<file path="src/rtl/imem_loader.sv">
// rtl/imem_loader.sv - framed byte-stream loader for the 1024x32 instruction store
module imem_loader #(
  parameter int ADDR_W = 10
) (
  input  logic              clk,
  input  logic              rst,
  input  logic              start,
  input  logic [7:0]        in_data,
  input  logic              in_valid,
  output logic              in_ready,
  output logic              we,
  output logic [ADDR_W-1:0] waddr,
  output logic [31:0]       wdata,
  output logic              busy,
  output logic              done,
  output logic              err
);

  localparam int              DEPTH   = 1 << ADDR_W;
  localparam logic [16:0]     DEPTH_W = 17'(DEPTH);
  localparam logic [ADDR_W:0] CNT_ONE = (ADDR_W+1)'(1);

  typedef enum logic [2:0] {
    S_IDLE,
    S_LEN_HI,
    S_LEN_LO,
    S_DATA,
    S_CSUM
  } state_t;

  state_t state, state_nxt;

  logic [7:0]      len_hi;     // high length byte, held until LEN_LO arrives
  logic [15:0]     len;        // word count N of the current frame
  logic [ADDR_W:0] word_cnt;   // one extra bit so N == DEPTH is representable
  logic [1:0]      byte_idx;   // position of the next payload byte within its word
  logic [23:0]     asm_q;      // first three bytes of the word being assembled
  logic [7:0]      acc;        // running payload checksum

  logic        accept;
  logic [15:0] len_in;
  logic        len_bad;
  logic        last_word;

  // Handshake and busy are pure state decodes so in_valid never reaches in_ready.
  assign in_ready = (state != S_IDLE);
  assign busy     = (state != S_IDLE);
  assign accept   = in_valid && in_ready;

  assign len_in    = {len_hi, in_data};
  assign len_bad   = (len_in == 16'd0) || ({1'b0, len_in} > DEPTH_W);
  assign last_word = (byte_idx == 2'd3) &&
                     ({{(15-ADDR_W){1'b0}}, word_cnt} == (len - 16'd1));

  // State register.
  always_ff @(posedge clk) begin
    if (rst) state <= S_IDLE;
    else     state <= state_nxt;
  end

  // Next-state decode: every non-idle state advances only on an accepted byte.
  always_comb begin
    state_nxt = state;
    case (state)
      S_IDLE:   if (start)    state_nxt = S_LEN_HI;
      S_LEN_HI: if (in_valid) state_nxt = S_LEN_LO;
      S_LEN_LO: if (in_valid) state_nxt = len_bad ? S_IDLE : S_DATA;
      S_DATA:   if (in_valid && last_word) state_nxt = S_CSUM;
      S_CSUM:   if (in_valid) state_nxt = S_IDLE;
      default:  state_nxt = S_IDLE;
    endcase
  end

  // Datapath: length capture, word assembly, write strobe, checksum and status.
  always_ff @(posedge clk) begin
    if (rst) begin
      len_hi   <= 8'd0;
      len      <= 16'd0;
      word_cnt <= '0;
      byte_idx <= 2'd0;
      asm_q    <= 24'd0;
      acc      <= 8'd0;
      we       <= 1'b0;
      waddr    <= '0;
      wdata    <= 32'd0;
      done     <= 1'b0;
      err      <= 1'b0;
    end else begin
      we   <= 1'b0;
      done <= 1'b0;
      case (state)
        S_IDLE: begin
          if (start) begin
            err      <= 1'b0;
            acc      <= 8'd0;
            word_cnt <= '0;
            byte_idx <= 2'd0;
          end
        end
        S_LEN_HI: begin
          if (accept) len_hi <= in_data;
        end
        S_LEN_LO: begin
          if (accept) begin
            len <= len_in;
            if (len_bad) begin
              err  <= 1'b1;
              done <= 1'b1;
            end
          end
        end
        S_DATA: begin
          if (accept) begin
            acc      <= acc + in_data;
            asm_q    <= {asm_q[15:0], in_data};
            byte_idx <= byte_idx + 2'd1;
            if (byte_idx == 2'd3) begin
              we       <= 1'b1;
              waddr    <= word_cnt[ADDR_W-1:0];
              wdata    <= {asm_q, in_data};
              word_cnt <= word_cnt + CNT_ONE;
            end
          end
        end
        S_CSUM: begin
          if (accept) begin
            done <= 1'b1;
            err  <= (in_data != acc);
          end
        end
        default: ;
      endcase
    end
  end

endmodule

</file>
<file path="config.mk">
export PLATFORM = sky130hd
export DESIGN_NAME = imem_loader
export DESIGN_NICKNAME = d
export VERILOG_FILES = /design/src/rtl/imem_loader.sv
export SDC_FILE = /design/constraint.sdc
export NUM_CORES = 1
export LEC_CHECK = 0
export ABC_AREA = 0
export ABC_CLOCK_PERIOD_IN_PS = 6400
export CAP_MARGIN = 20
export CORE_MARGIN = 10
export CORE_UTILIZATION = 50
export DETAILED_ROUTE_END_ITERATION = 12
export PLACE_DENSITY = 0.7
export SLEW_MARGIN = 15
export SYNTH_ARGS = -nofsm -noshare
export SYNTH_HDL_FRONTEND = slang
export SYNTH_SLANG_ARGS = --single-unit
export TNS_END_PERCENT = 10
</file>
<file path="constraint.sdc">
create_clock -name clk -period 6.4 [get_ports clk]
set_input_delay 1.28 -clock clk [delete_from_list [all_inputs] [get_ports clk]]
set_output_delay 1.28 -clock clk [all_outputs]
set_load 0.005 [all_outputs]
</file>
==> results.tsv <==
stage	metric	value	unit
cts	cts_buffers	17	
cts	clock_path_buffers	2	
synth	synth.most_common_cell	nand2_1	
power_and_ir_drop	p_sw	0.436	mW
power_and_ir_drop	combPwrFrac	7.7	%
cts	cts_max_level	4	
routing	via_per_inst	5.35	
die	core	9770	µm²
setup_path	critical_path_arrival	4.36	ns
finish	drive_gt1_share	6.52	%
grt	grt_pass1_wl	20700	µm
cts	postCtsSetupRepairBufs	0	
setup_path	required	6.84	ns
cts	worstSkewPairLatency	0.52	ns
die	die_y	120	µm
sta	setup_viol	0	
grt	grt_pass1_vias	4251	
synth	ys_top_cells_by_area	dfxtp_1, nand2_1, a21oi_1, nor2_1, xnor2_1	
setup_path	criticalPathCategory	input port to flip-flop	
routing	drt_first_pass_iters	6	
synth	synth-seq-cells	117	
power_and_ir_drop	power	1.85	mW
worst_hold_path	worstHoldPathType	flip-flop to flip-flop	
die	die_w	120	µm
cts	cts_tree	built	
synth	synth_cells	621	
cts	cts_hold_buf	0	
worst_hold_path	holdPathStages	2	
die	start_util	51.2	%
setup_path	r2r_slack	3.34	ns
synth	seq_area_frac_synth	46.8	%
grt	overflow	0	
synth	ys.flop_type	dfxtp_1	
setup_path	rr_endpoint	word_cnt[7]	
worst_hold_path	hold_path.startpoint	wdata[15]	
sta	max_clock_freq	255	MHz
grt	grt_max_degree	110	
finish	syn2layout_area_growth	24.1	%
power_and_ir_drop	pwr-share-seq	41.0	%
placement	port_buffers	58	
routing	vias	4321	
power_and_ir_drop	power.density	298	nW/µm²
synth	synthArstFlopShare	0	%
synth	synth_edf_count	0	
sta	finClkSkew	0.00698	ns
routing	drt_iter0_drc	356	
synth	ys_types	51	
cts	cts.sinks	117	
finish	final_net_count	685	
sta	rsz0062_at_grt	no	
power_and_ir_drop	power_frac_clock	51.3	%
sta	fin_crit_sh	61.2	%
grt	track_usage	17.3	%
cts	cts_resized	0	
power_and_ir_drop	ir_worst_vdd	0.171	mV
setup_path	rr_worst_depth	8	
synth	synth.avg_cell_area	8.06	µm²
power_and_ir_drop	p_leak	2.15	nW
cts	root_buffer	clkbuf_8	
setup_path	crit_path_end_kind	flip-flop	
flow_run	max-cap-violations	0	
sta	worst_slew_pin_slew	1.08	ns
die	boundaryPins	59	
sta	tns	0	ns
placement	place.gp.congestion	0.825	
grt	antenna_found_initial	0	
setup_path	reg2reg_from	state[1]	
cts	clkTransAtPathRegs	0.06	ns
synth	syn-num-nets	644	
sta	hold_violations	0	
routing	wl_per_cell	15.2	µm
setup_path	start_kind	input port	
power_and_ir_drop	power.internal	1.42	mW
synth	synth.top_cell.area_share	46.8	%
worst_hold_path	hold_end	wdata[15]	
run_status	status	completed	
die	die_area	14400	µm²
finish	final_util	63.5	%
finish	diodes	0	
synth	synthTopCellsByCount	nand2_1, dfxtp_1, a21oi_1, nor2_1, clkbuf_1	
die	rows	36	
sta	slew-limit-headroom	28.0	%
routing	ant_nets	0	
synth	syn_area	5000	µm²
synth	ys_warn_count	0	
synth	synth_top_area_cell	dfxtp_1	
sta	fin_crit	3.92	ns
routing	drt_wl_total	12300	µm
setup_path	crit_path_max_fanout	44	
sta	slew_violations	0	
routing	drc	0	
placement	place.detailed.hpwl	8120	µm
power_and_ir_drop	switching_share	23.5	%
cell families (layout without fill, tap and decap cells):
family	count (synthesis)	in the layout	synth area share [%]
fa+ha+maj	11	11	2.90
flops	117	117	46.8
simple gates	279	279	24.2
xor+xnor	27	27	4.73
buf+inv	44	98	3.75
compound gates	130	130	15.0
mux	13	13	2.63
power by group through the flow:
| stage | sequential, mW | clock (mW) | combinational [mW] |
|---|---|---|---|
| finish | 0.759 | 0.950 | 0.144 |
| global route | 0.761 | 0.997 | 0.159 |
| CTS | 0.758 | 0.961 | 0.144 |
| detailed placement | 0.774 | 0 | 0.143 |
| global placement | 0.773 | 0 | 0.139 |
| floorplan | 0.765 | 0 | 0.114 |
metal layers:
metal / part of all wire (%) / up-vias / global-route usage [%]
met5: 0 / - / 0
met1: 45 / 2030 / 21.0
met2: 48 / 98 / 28.5
li1: - / 2175 / -
met3: 5.9 / 18 / 5.72
met4: 1.3 / 0 / 5.43
flip-flops by register name, summed over array words and instances (netlist names):
register,count
asm_q,24
byte_idx,2
len,16
word_cnt,11
len_hi,8
err,1
waddr,10
done,1
acc,8
state,3
we,1
wdata,32
placed cells by master, fill, tap and decap left out, types with 7 or more instances in the layout:
| cell | n |
|---|---|
| o21ai_0 | 8 |
| dfxtp_1 | 117 |
| nand2_1 | 184 |
| a21oi_1 | 92 |
| nor2_1 | 38 |
| a22oi_1 | 8 |
| nor3_1 | 7 |
| nand2b_1 | 9 |
| clkbuf_16 | 16 |
| xnor2_1 | 15 |
| clkdlybuf4s50_1 | 57 |
| or3_1 | 7 |
| mux2i_1 | 12 |
| xor2_1 | 12 |
| ha_1 | 10 |
critical path: stages:
cell	delay (ns)
clkdlybuf4s50_1	0.69
and4b_1	0.62
buf_4	0.35
nand2_1	0.09
buf_4	0.27
nand2_1	0.23
nand4_1	0.24
or3_1	0.39
a21oi_1	0.16
how the worst max path moves through the flow:
stage                     depth (start not counted)  slack, ns          end        from
after global routing                              7       2.29     waddr[3]    in_valid
final                                             9       2.48  word_cnt[7]    in_valid
after detailed placement                          7       2.05    wdata[27]    in_valid
after CTS                                         9       2.54  word_cnt[7]    in_valid
after global placement                            7       2.17     waddr[9]    in_valid
after floorplan                                   8       3.22          err  in_data[7]
per-stage QoR:
stage                     std cells  hold slack, ns  setup slack (ns)  area (µm²)
after floorplan                 621           0.432              3.22        5000
after global placement          776           0.443              2.17        5610
after detailed placement        776           0.446              2.05        5610
after CTS                       808           0.454              2.54        6210
after global routing            808           0.475              2.29        6210
final                           808           0.453              2.48        6210
area by class of cell:
cell class / instances / area, µm²
Clock buffer: 21 / 449
Clock inverter: 11 / 150
Fill cell: 864 / 3570
Inverter: 3 / 11.3
Multi-Input combinational cell: 460 / 2470
Sequential cell: 117 / 2340
Tap cell: 133 / 166
Timing Repair Buffer: 63 / 616
No activity file was read; power rests on OpenSTA's default activity.
